File: src/rtl/alu_sched.sv
// Two-requester scheduler for one shared ALU: arbitrate, register operands, capture result.
// Build option ALU_SCHED_FIXED_PRIO_EN: requester 0 always wins a tie (no last-served pointer).
module alu_sched #(
    parameter int WIDTH = 8,
    parameter int SEL_W = 4
) (
    input  logic             clk,
    input  logic             rst,
    input  logic             req0,
    input  logic             req1,
    input  logic [WIDTH-1:0] a0,
    input  logic [WIDTH-1:0] b0,
    input  logic [WIDTH-1:0] a1,
    input  logic [WIDTH-1:0] b1,
    input  logic [SEL_W-1:0] s0,
    input  logic [SEL_W-1:0] s1,
    input  logic             cin0,
    input  logic             cin1,
    output logic [1:0]       gnt,
    output logic [WIDTH-1:0] alu_a,
    output logic [WIDTH-1:0] alu_b,
    output logic [SEL_W-1:0] alu_s,
    output logic             alu_cin,
    input  logic [WIDTH-1:0] alu_d,
    input  logic             alu_cout,
    input  logic             alu_z,
    output logic [WIDTH-1:0] res_d,
    output logic             res_cout,
    output logic             res_z,
    output logic             res_id,
    output logic [1:0]       done,
    output logic             busy
);
    // state | meaning
    // IDLE  | no operation in flight; done pulses here; a request is accepted at the edge
    // EXEC  | operands held on the ALU; result captured at the end of this cycle
    localparam logic [0:0] IDLE = 1'b0;
    localparam logic [0:0] EXEC = 1'b1;

    logic [0:0]       state_q, state_d;
    logic [1:0]       gnt_q, gnt_d;
    logic [1:0]       done_q, done_d;
    logic [WIDTH-1:0] alu_a_q, alu_a_d;
    logic [WIDTH-1:0] alu_b_q, alu_b_d;
    logic [SEL_W-1:0] alu_s_q, alu_s_d;
    logic             alu_cin_q, alu_cin_d;
    logic [WIDTH-1:0] res_data_q, res_data_d;
    logic             res_cout_q, res_cout_d;
    logic             res_z_q, res_z_d;
    logic             res_id_q, res_id_d;
    logic             winner;

`ifdef ALU_SCHED_FIXED_PRIO_EN
    assign winner = ~req0;
`else
    logic last_q, last_d;
    // On a tie the requester not served last wins
    assign winner = (req0 & req1) ? ~last_q : req1;
`endif

    always_comb begin
        state_d    = state_q;
        gnt_d      = 2'b00;
        done_d     = 2'b00;
        alu_a_d    = alu_a_q;
        alu_b_d    = alu_b_q;
        alu_s_d    = alu_s_q;
        alu_cin_d  = alu_cin_q;
        res_data_d = res_data_q;
        res_cout_d = res_cout_q;
        res_z_d    = res_z_q;
        res_id_d   = res_id_q;
`ifndef ALU_SCHED_FIXED_PRIO_EN
        last_d     = last_q;
`endif
        if (state_q == IDLE) begin
            if (req0 | req1) begin
                state_d   = EXEC;
                gnt_d     = winner ? 2'b10 : 2'b01;
                alu_a_d   = winner ? a1 : a0;
                alu_b_d   = winner ? b1 : b0;
                alu_s_d   = winner ? s1 : s0;
                alu_cin_d = winner ? cin1 : cin0;
`ifndef ALU_SCHED_FIXED_PRIO_EN
                last_d    = winner;
`endif
            end
        end else begin
            // gnt_q still identifies the owner during EXEC
            state_d    = IDLE;
            done_d     = gnt_q;
            res_data_d = alu_d;
            res_cout_d = alu_cout;
            res_z_d    = alu_z;
            res_id_d   = gnt_q[1];
        end
    end

    always_ff @(posedge clk) begin
        if (rst) begin
            state_q    <= IDLE;
            gnt_q      <= '0;
            done_q     <= '0;
            alu_a_q    <= '0;
            alu_b_q    <= '0;
            alu_s_q    <= '0;
            alu_cin_q  <= 1'b0;
            res_data_q <= '0;
            res_cout_q <= 1'b0;
            res_z_q    <= 1'b0;
            res_id_q   <= 1'b0;
`ifndef ALU_SCHED_FIXED_PRIO_EN
            last_q     <= 1'b1;
`endif
        end else begin
            state_q    <= state_d;
            gnt_q      <= gnt_d;
            done_q     <= done_d;
            alu_a_q    <= alu_a_d;
            alu_b_q    <= alu_b_d;
            alu_s_q    <= alu_s_d;
            alu_cin_q  <= alu_cin_d;
            res_data_q <= res_data_d;
            res_cout_q <= res_cout_d;
            res_z_q    <= res_z_d;
            res_id_q   <= res_id_d;
`ifndef ALU_SCHED_FIXED_PRIO_EN
            last_q     <= last_d;
`endif
        end
    end

    assign gnt      = gnt_q;
    assign done     = done_q;
    assign busy     = (state_q == EXEC);
    assign alu_a    = alu_a_q;
    assign alu_b    = alu_b_q;
    assign alu_s    = alu_s_q;
    assign alu_cin  = alu_cin_q;
    assign res_d    = res_data_q;
    assign res_cout = res_cout_q;
    assign res_z    = res_z_q;
    assign res_id   = res_id_q;

endmodule

File: config.mk
export PLATFORM = sky130hd
export DESIGN_NAME = alu_sched
export DESIGN_NICKNAME = d
export VERILOG_FILES = /design/src/rtl/alu_sched.sv
export SDC_FILE = /design/constraint.sdc
export NUM_CORES = 1
export LEC_CHECK = 0
export CAP_MARGIN = 10
export CORE_MARGIN = 4
export CORE_UTILIZATION = 33
export DETAILED_ROUTE_END_ITERATION = 10
export PLACE_DENSITY = 0.76
export SYNTH_ARGS = -nofsm -noshare
export SYNTH_HDL_FRONTEND = slang
export SYNTH_SLANG_ARGS = --single-unit
File: constraint.sdc
create_clock -name clk -period 1.2 [get_ports clk]
set_input_delay 0.3 -clock clk [delete_from_list [all_inputs] [get_ports clk]]
set_output_delay 0.3 -clock clk [all_outputs]
set_load 0.02 [all_outputs]
# After elaboration in Yosys (flattened, before gate mapping)
# Cells that the tools add are included.
[totals] regBits=38 in_bits=56 output_inout_bits=37
[classes] mux=7 bitwise_logic=5 n_reduce_logical=4
[op_table] op="8-bit 2-to-1 mux" count=2
[op_table] op="4-bit 2-to-1 mux" count=1
[op_table] op="2-bit OR reduction" count=2
[op_table] op="1-bit 2-to-1 mux" count=3
[op_table] op="1-bit NOT" count=3
[op_table] op="3-bit OR reduction" count=1
[op_table] op="2-bit 2-to-1 mux" count=1
[op_table] op="2-bit AND reduction" count=1
[op_table] op="1-bit AND" count=1
[op_table] op="1-bit OR" count=1

# Depth between registers and ports, before layout
# Gate-level depths: netlist of run 1.
[logic_depth] word_depth=3 ltp_mapped=5

# Worst setup path before layout of run 1
# OpenSTA, ideal clock, no wires.
[synth_path] path_type="register to register" from="register state_q, in the netlist busy" to="register alu_a_q[3], in the netlist alu_a[3]" t_arrival_ps=1233 setup_slack_ps=-119 stages_incl_launch_ff=6 path_buffers=2 path_cell_list="dfxtp_1 > buf_4 > o21bai_1 > buf_4 > a21oi_1 > a211oi_1"
[synth_via] elab_chain_cells=2
[synth_lines] element="start: declaration" line_no="40" source="logic [0:0] state_q, state_d;"
[synth_lines] element="start signal: assignment" line_no="116" source="state_q <= state_d;"
[synth_lines] element="1-bit NOT (no line)"
[synth_lines] element="2-bit AND reduction (no line)"
[synth_lines] element="end signal: assignment" line_no="119" source="alu_a_q <= alu_a_d;"
[synth_lines] element="end: declaration" line_no="43" source="logic [WIDTH-1:0] alu_a_q, alu_a_d;"
# No other way between the ends.
# A chain may end at the register's enable or synchronous reset.

# Worst setup path after layout of run 1
[layout_path] from="register alu_s_q[0], in the netlist alu_s[0]" to="output port alu_s[0]"
[layout_rtl] element="start: declaration" line_no="45" source="logic [SEL_W-1:0] alu_s_q, alu_s_d;"
[layout_rtl] element="start signal: assignment" line_no="121" source="alu_s_q <= alu_s_d;"
[layout_rtl] element="end: declaration" line_no="22" source="output logic [SEL_W-1:0] alu_s,"
# No word-level cell between the ends.

==> key figures, run 1 <==
Setup path
  – Delay-heaviest family, CP: flip-flops
  – Critical path buffer and inverter count: 1
  – Worst setup EP type: output port
  – Max incr delay on CP: between 0.3 and 0.4 ns
  – Crit path launch type: flip-flop
  – Crit Path Max Fanout: 2
  – Slowest cell on crit path: dfxtp_1
  – Critical path required time: approximately 0.90 ns
  – Crit Path Class: flip-flop to output port
  – Crit path cell chain: clkdlybuf4s15_2
  – WP data arrival: about 0.87 ns

Clock tree
  – CTS buffer count: 5
  – CTS root buf: clkbuf_8
  – Clk_lat worst skew: just under 0.3 ns
  – H-tree depth: 2
  – CTS Sinks: 38
  – Reg clk slew, reported paths: roughly 0.080 ns
  – CTS Buffer Depth: 2
  – Setup bufs post-CTS: 0
  – CTS tree: yes

Pwr
  – Net Switching: between 0.0009 and 0.001 W
  – Switching Fraction: 0.264
  – Pwr/cell area: 1370 mW/mm^2
  – Comb pwr share: 0.243
  – Clk pwr share: 0.362
  – Register share of total power: 0.396
  – Leak pwr: approximately 1.2 nW
  – Internal: about 0.0026 W
  – IR drop worst, VDD: around 870 uV

STA
  – Pins over their slew limit: 0
  – Worst setup margin: approximately 0.031 ns
  – Post-route minimum period: around 1.2 ns
  – Clock Skews: about 0.0044 ns
  – Endpoints failing setup: 0
  – Final hold vios: 0
  – Max transition margin: 0.803
  – F_max: between 800 and 900 MHz
  – Worst-Margin Slew: between 0.2 and 0.3 ns
  – Final period util: 0.974

Placement
  – Placed cells: 316
  – Placed inst area: between 0.002 and 0.003 sq mm
  – Dpl hpwl: approximately 3.4 mm
  – # port buffers: 92
  – Setup WS pre-CTS: -0.482 ns
  – Final GP Congestion: between 0.7 and 0.8

Drt
  – Avg Vias per Cell: ~4.9
  – Routed WL per cell: 15.3 um
  – Initial DRC Count: between 70 and 80
  – Routed Antenna Nets: 0
  – DR DRC count: 0
  – Total Wirelength: 4.97 mm
  – Via Count: ~1600
  – Drt first pass iters: 4

GRT
  – Vias in the first global route: around 1600
  – Pin count of the biggest net entering global routing: 19
  – Initial antenna violation count: 0
  – Global-route wire length before repair: 7.38 mm
  – Grt ovf: 0
  – GRT Total Usage: 0.171

Hold path
  – HP Class: flip-flop to flip-flop

Floorplan
  – Core Area: 0.00438 sq mm
  – Die H: 75.3 um
  – Die area: ~0.0057 sq mm
  – Top Ports: 93
  – FP Rows: 24
  – Die X-Extent: about 75 um
  – Initial Util: 0.341

Synthesis
  – Synthesized area per cell: around 8.8 sq um
  – Ys Warns: 0
  – Cell variety after synth: 17
  – Syn Inst Count: roughly 170
  – Syn_nets: 227
  – Sequential share of the synthesized area: 0.508
  – Post-synthesis cell area: about 0.0015 sq mm
  – FF+latch count, synth: 38

Cells and area
  – Design area: 0.00261 sq mm
  – Share of layout cells above drive strength 1: 0.267
  – Layout area overhead: 74.3%
  – Final Net Count: approximately 330
  – Antenna diode count: 0
  – Fillcell total: approximately 420
  – Util after Layout: 0.595
  – Layout Cells excl Fill: about 330

Run status
  – Outcome: finished clean

Flow run
  – Max-Cap Viols: 0
repair_timing:
action | 4_1_cts | 5_1_grt
hold buffers | 0 | 0
setup endpoints to repair | 58 | 50
pin swaps | 1 | 2
cloned | 1 | 1
gates resized for setup | 125 | 37
state kept, by name, summed over array words and instances, names as in the netlist, 2 cells and up:
name,count
res_d,8
alu_a,8
gnt,2
alu_s,4
done,2
alu_b,8
placed cells by master, fill, tap and decap left out, drive strengths merged, types with 6 or more instances in the layout:
cell type and n:
a211oi 21, a21oi 22, buf 50, clkbuf 6
clkdlybuf4s50 53, dfxtp 38, mux2i 10, nand2 22
nor2 34
cell type report:
class                           count  area, sq um  area share
Clock buffer                        5         68.8      0.0264
Clock inverter                      3         68.8      0.0264
Multi-Input combinational cell    119          703       0.270
Sequential cell                    38          763       0.293
Tap cell                           52         65.1      0.0249
Timing Repair Buffer              108          940       0.360
logic make-up (layout without fill, tap and decap cells):
group / Yosys count / after routing / synth area share
DFF: 38 / 38 / 0.508
muxes: 10 / 10 / 0.0669
buffers and inverters: 14 / 116 / 0.0518
and+or+nand+nor: 61 / 61 / 0.161
AOI/OAI and AO/OA: 48 / 48 / 0.212
worst paths after layout:
check / depth (start not counted) / to / slack [ns] / start
max: 1 / alu_s[0] / 0.03 / alu_s[0]$_SDFFE_PP0P_
min: 2 / done[1]$_SDFF_PP0_ / 0.46 / gnt[1]$_SDFF_PP0_
max reg2reg: 4 / alu_a[2]$_SDFFE_PP0P_ / 0.07 / busy$_SDFF_PP0_
min reg2reg: 2 / done[1]$_SDFF_PP0_ / 0.46 / gnt[1]$_SDFF_PP0_
metrics by stage:
stage | hold slack (ns) | setup TNS (ns) | total power (W)
2_1_floorplan | 0.439 | 0 | 0.00185
3_3_place_gp | 0.450 | -10.84 | 0.00233
3_5_place_dp | 0.452 | -12.32 | 0.00234
4_1_cts | 0.461 | -0.00598 | 0.00363
5_1_grt | 0.509 | -0.0441 | 0.00375
6_report | 0.461 | 0 | 0.00359
Yosys cell counts:
master / n / share of area
a21boi_2: 1 / 0.0075
nor3_1: 2 / 0.0067
clkbuf_1: 4 / 0.010
a211oi_1: 21 / 0.11
dfxtp_1: 38 / 0.51
nor2_1: 34 / 0.085
mux2i_1: 10 / 0.067
a21oi_1: 22 / 0.074
nand2_1: 22 / 0.055
and3b_1: 1 / 0.0059
a21bo_2: 1 / 0.0067
nand2b_1: 2 / 0.0084
o21bai_1: 1 / 0.0050
buf_4: 5 / 0.025
a221o_1: 1 / 0.0067
buf_2: 5 / 0.017
o21ba_2: 1 / 0.0067
power by group through the flow:
stage	clock [W]	sequential [W]	combinational, W
CTS	0.00132	0.00142	0.000895
detailed placement	0	0.00145	0.000897
finish	0.00130	0.00142	0.000870
global route	0.00138	0.00143	0.000942
floorplan	0	0.00157	0.000287
global placement	0	0.00144	0.000885
metal layers:
metal | wire [um] | vias up | global-route usage
li1 | - | 790 | -
met1 | 2080 | 755 | 0.206
met2 | 2440 | 61 | 0.299
met3 | 419 | 2 | 0.0462
met4 | 36 | 0 | 0.0485
met5 | 0 | - | 0
tightest hold or removal path: cells and delay by family (launching register included):
kind | cells | cell delay (ns)
AND/OR/NAND/NOR | 2 | 0.11
flip-flops | 1 | 0.32
Note: power is estimated with default switching activity, not from simulation.
==> run 2, diff against run 1 <==
- GPL_ROUTABILITY_DRIVEN: default -> 0
- SLEW_MARGIN: default -> 20
==> results of run 2 <==
No change in the layout: final DEF, timing and power equal those of run 1.
==> run 3, diff against run 2 <==
- CORE_ASPECT_RATIO: default -> 0.8
==> key figures, run 3 (synthesis gave the netlist of run 1 again) <==
Run status
  – Outcome: finished with violations (was finished clean)
  – Violated checks: setup timing

Cells and area
  – Layout area overhead: 85.5% (was 74.3%)
  – Design area: 0.00278 sq mm (was 0.00261 sq mm)
  – Commonest non-fill, non-tap cell in the layout: clkdlybuf4s50_1 (unchanged)
  – Share of layout cells above drive strength 1: 0.322 (was 0.267)
  – Antenna diode count: 0 (unchanged)
  – Final Net Count: 333 (was 328)
  – Commonest non-fill, non-tap cells in the layout: clkdlybuf4s50_1, dfxtp_1, nor2_1, buf_2, nand2_1 (was clkdlybuf4s50_1, dfxtp_1, buf_2, nor2_1, nand2_1)

Clock tree
  – CTS Buffer Depth: 2 (unchanged)
  – H-tree depth: 2 (unchanged)
  – Clk_lat worst skew: 0.28 ns (was 0.29 ns)
  – Post-CTS Hold Buffers: 0 (unchanged)
  – CTS Sinks: 38 (unchanged)
  – CTS root buf: clkbuf_8 (unchanged)
  – CTS tree: yes (unchanged)
  – CTS buffer count: 5 (unchanged)
  – Reg clk slew, reported paths: 0.07 ns (was 0.08 ns)

Floorplan
  – Die H: 68.2 um (was 75.3 um)
  – FP Rows: 21 (was 24)
  – Die X-Extent: 83.3 um (was 75.3 um)
  – Core Area: 0.00428 sq mm (was 0.00438 sq mm)
  – Top Ports: 93 (unchanged)
  – Die area: 0.00568 sq mm (about the same)
  – Initial Util: 0.349 (was 0.341)

Pwr
  – Pwr/cell area: 1170 mW/mm^2 (was 1370 mW/mm^2)
  – Total power: 0.00324 W (was 0.00359 W)
  – Leak pwr: 1.18 nW (was 1.16 nW)
  – IR drop worst, VDD: 604 uV (was 868 uV)

GRT
  – Initial antenna violation count: 0 (unchanged)
  – Vias in the first global route: 1556 (was 1552)
  – Global-route wire length before repair: 7.47 mm (was 7.38 mm)
  – Grt ovf: 0 (unchanged)
  – Pin count of the biggest net entering global routing: 23 (was 19)
  – GRT Total Usage: 0.168 (was 0.171)

Hold path
  – HP Class: flip-flop to flip-flop (unchanged)
  – Min-delay src: gnt[1]$_SDFF_PP0_ (unchanged)

Placement
  – Setup WS pre-CTS: -0.526 ns (was -0.482 ns)
  – # port buffers: 92 (unchanged)
  – Dpl hpwl: 3.42 mm (was 3.41 mm)
  – Placed inst area: 0.00262 sq mm (was 0.00255 sq mm)

Setup path
  – Cell mode on critical path: buf_6
  – Delay-heaviest family, CP: buffers and inverters (was flip-flops)
  – WP data arrival: 1.41 ns (was 0.87 ns)
  – Worst setup path start: req1 (was alu_s[0]$_SDFFE_PP0P_)
  – Crit Path Max Fanout: 5 (was 2)
  – R2r startpoint: busy$_SDFF_PP0_ (unchanged)
  – Critical path buffer and inverter count: 4 (was 1)
  – Critical path required time: 1.40 ns (was 0.90 ns)
  – Crit path cell chain: clkdlybuf4s15_1, buf_6, o21bai_4, buf_6, buf_12, a21oi_2, a211oi_1 (was clkdlybuf4s15_2)
  – Worst setup EP type: flip-flop (was output port)
  – Crit path launch type: input pin (was flip-flop)
  – Slowest cell on crit path: clkdlybuf4s15_1 (was dfxtp_1)
  – Crit Path Class: input pin to flip-flop (was flip-flop to output port)
  – Max incr delay on CP: 0.23 ns (was 0.33 ns)

STA
  – Hold_ws: 0.455 ns (was 0.461 ns)
  – Post-route minimum period: 1.22 ns (was 1.17 ns)
  – Worst-Margin Slew: 0.274 ns (was 0.296 ns)
  – Endpoints failing setup: 2 (was 0)
  – Max transition margin: 0.817 (was 0.803)
  – Worst setup margin: -0.0174 ns (was 0.0314 ns)
  – Final hold vios: 0 (unchanged)
  – RSZ-0062 raised after global routing: yes
  – Clock Skews: 0.00207 ns (was 0.00442 ns)
  – Final period util: 1.01 (was 0.974)
  – Pins over their slew limit: 0 (unchanged)
  – Final TNS setup: -0.0188 ns (was 0 ns)
  – F_max: 821 MHz (was 856 MHz)

Drt
  – DR DRC count: 0 (unchanged)
  – Initial DRC Count: 37 (was 76)
  – Routed Antenna Nets: 0 (unchanged)
  – Total Wirelength: 4.91 mm (was 4.97 mm)
  – Routed WL per cell: 14.7 um (was 15.3 um)
  – Avg Vias per Cell: 4.77 (was 4.95)
  – Drt first pass iters: 4 (unchanged)
  – Via Count: 1588 (was 1608)

Flow run
  – Max-Cap Viols: 0 (unchanged)
run 3: changes by cell type in the layout (fill, tap and decap cells not counted), moves of 3 or more:
cell and delta:
a21oi_1 -8, buf_2 -8, clkdlybuf4s15_2 +7, a21oi_2 +5
buf_12 +5, a211oi_1 -3, a211oi_2 +3, a21oi_4 +3
buf_4 -3, buf_6 +3
run 3: what timing repair did:
action,4_1_cts,5_1_grt
pin swaps,6,7
setup endpoints to repair,60,43
resized for setup,137,43
gates cloned,0,0
buffers inserted,4,0
run 3: metrics by stage:
stage                     cells  utilization
after floorplan             171            -
after global placement      323        0.611
after detailed placement    323        0.611
after CTS                   333        0.671
after global routing        333        0.648
final                       333        0.648
run 3: final timing paths:
kind	endpoint	slack [ns]	depth (start not counted)
max	alu_s[2]$_SDFFE_PP0P_	-0.02	7
min	done[1]$_SDFF_PP0_	0.46	2
max reg2reg	alu_s[2]$_SDFFE_PP0P_	-0.02	6
min reg2reg	done[1]$_SDFF_PP0_	0.46	2
run 3: area by class of cell:
| class | instances | area (sq um) |
|---|---|---|
| fill | 379 | 1510 |
| timing repair buffer | 113 | 1070 |
| multi-input combinational | 119 | 790 |
| sequential | 38 | 763 |
| clock buffer | 6 | 82.6 |
| tap | 57 | 71.3 |
run 3: routing by layer:
layer  track usage  up-vias  part of all wire
li1              -      797                 -
met1         0.198      732              0.44
met2         0.304       55              0.49
met3        0.0505        4             0.063
met4        0.0429        0            0.0057
met5             0        -                 0
run 3: where the power goes:
part	leakage (nW)	switching [W]	internal (W)	total, W
clock network	0.0431	0.000397	0.000443	0.000839
registers	0.314	0.0000519	0.00137	0.00142
logic	0.824	0.000473	0.000514	0.000987
run 3: worst min-delay path, stage by stage (launching register included):
cell and delay [ns]:
dfxtp_1 0.31, nand2_1 0.07, nor2_1 0.04
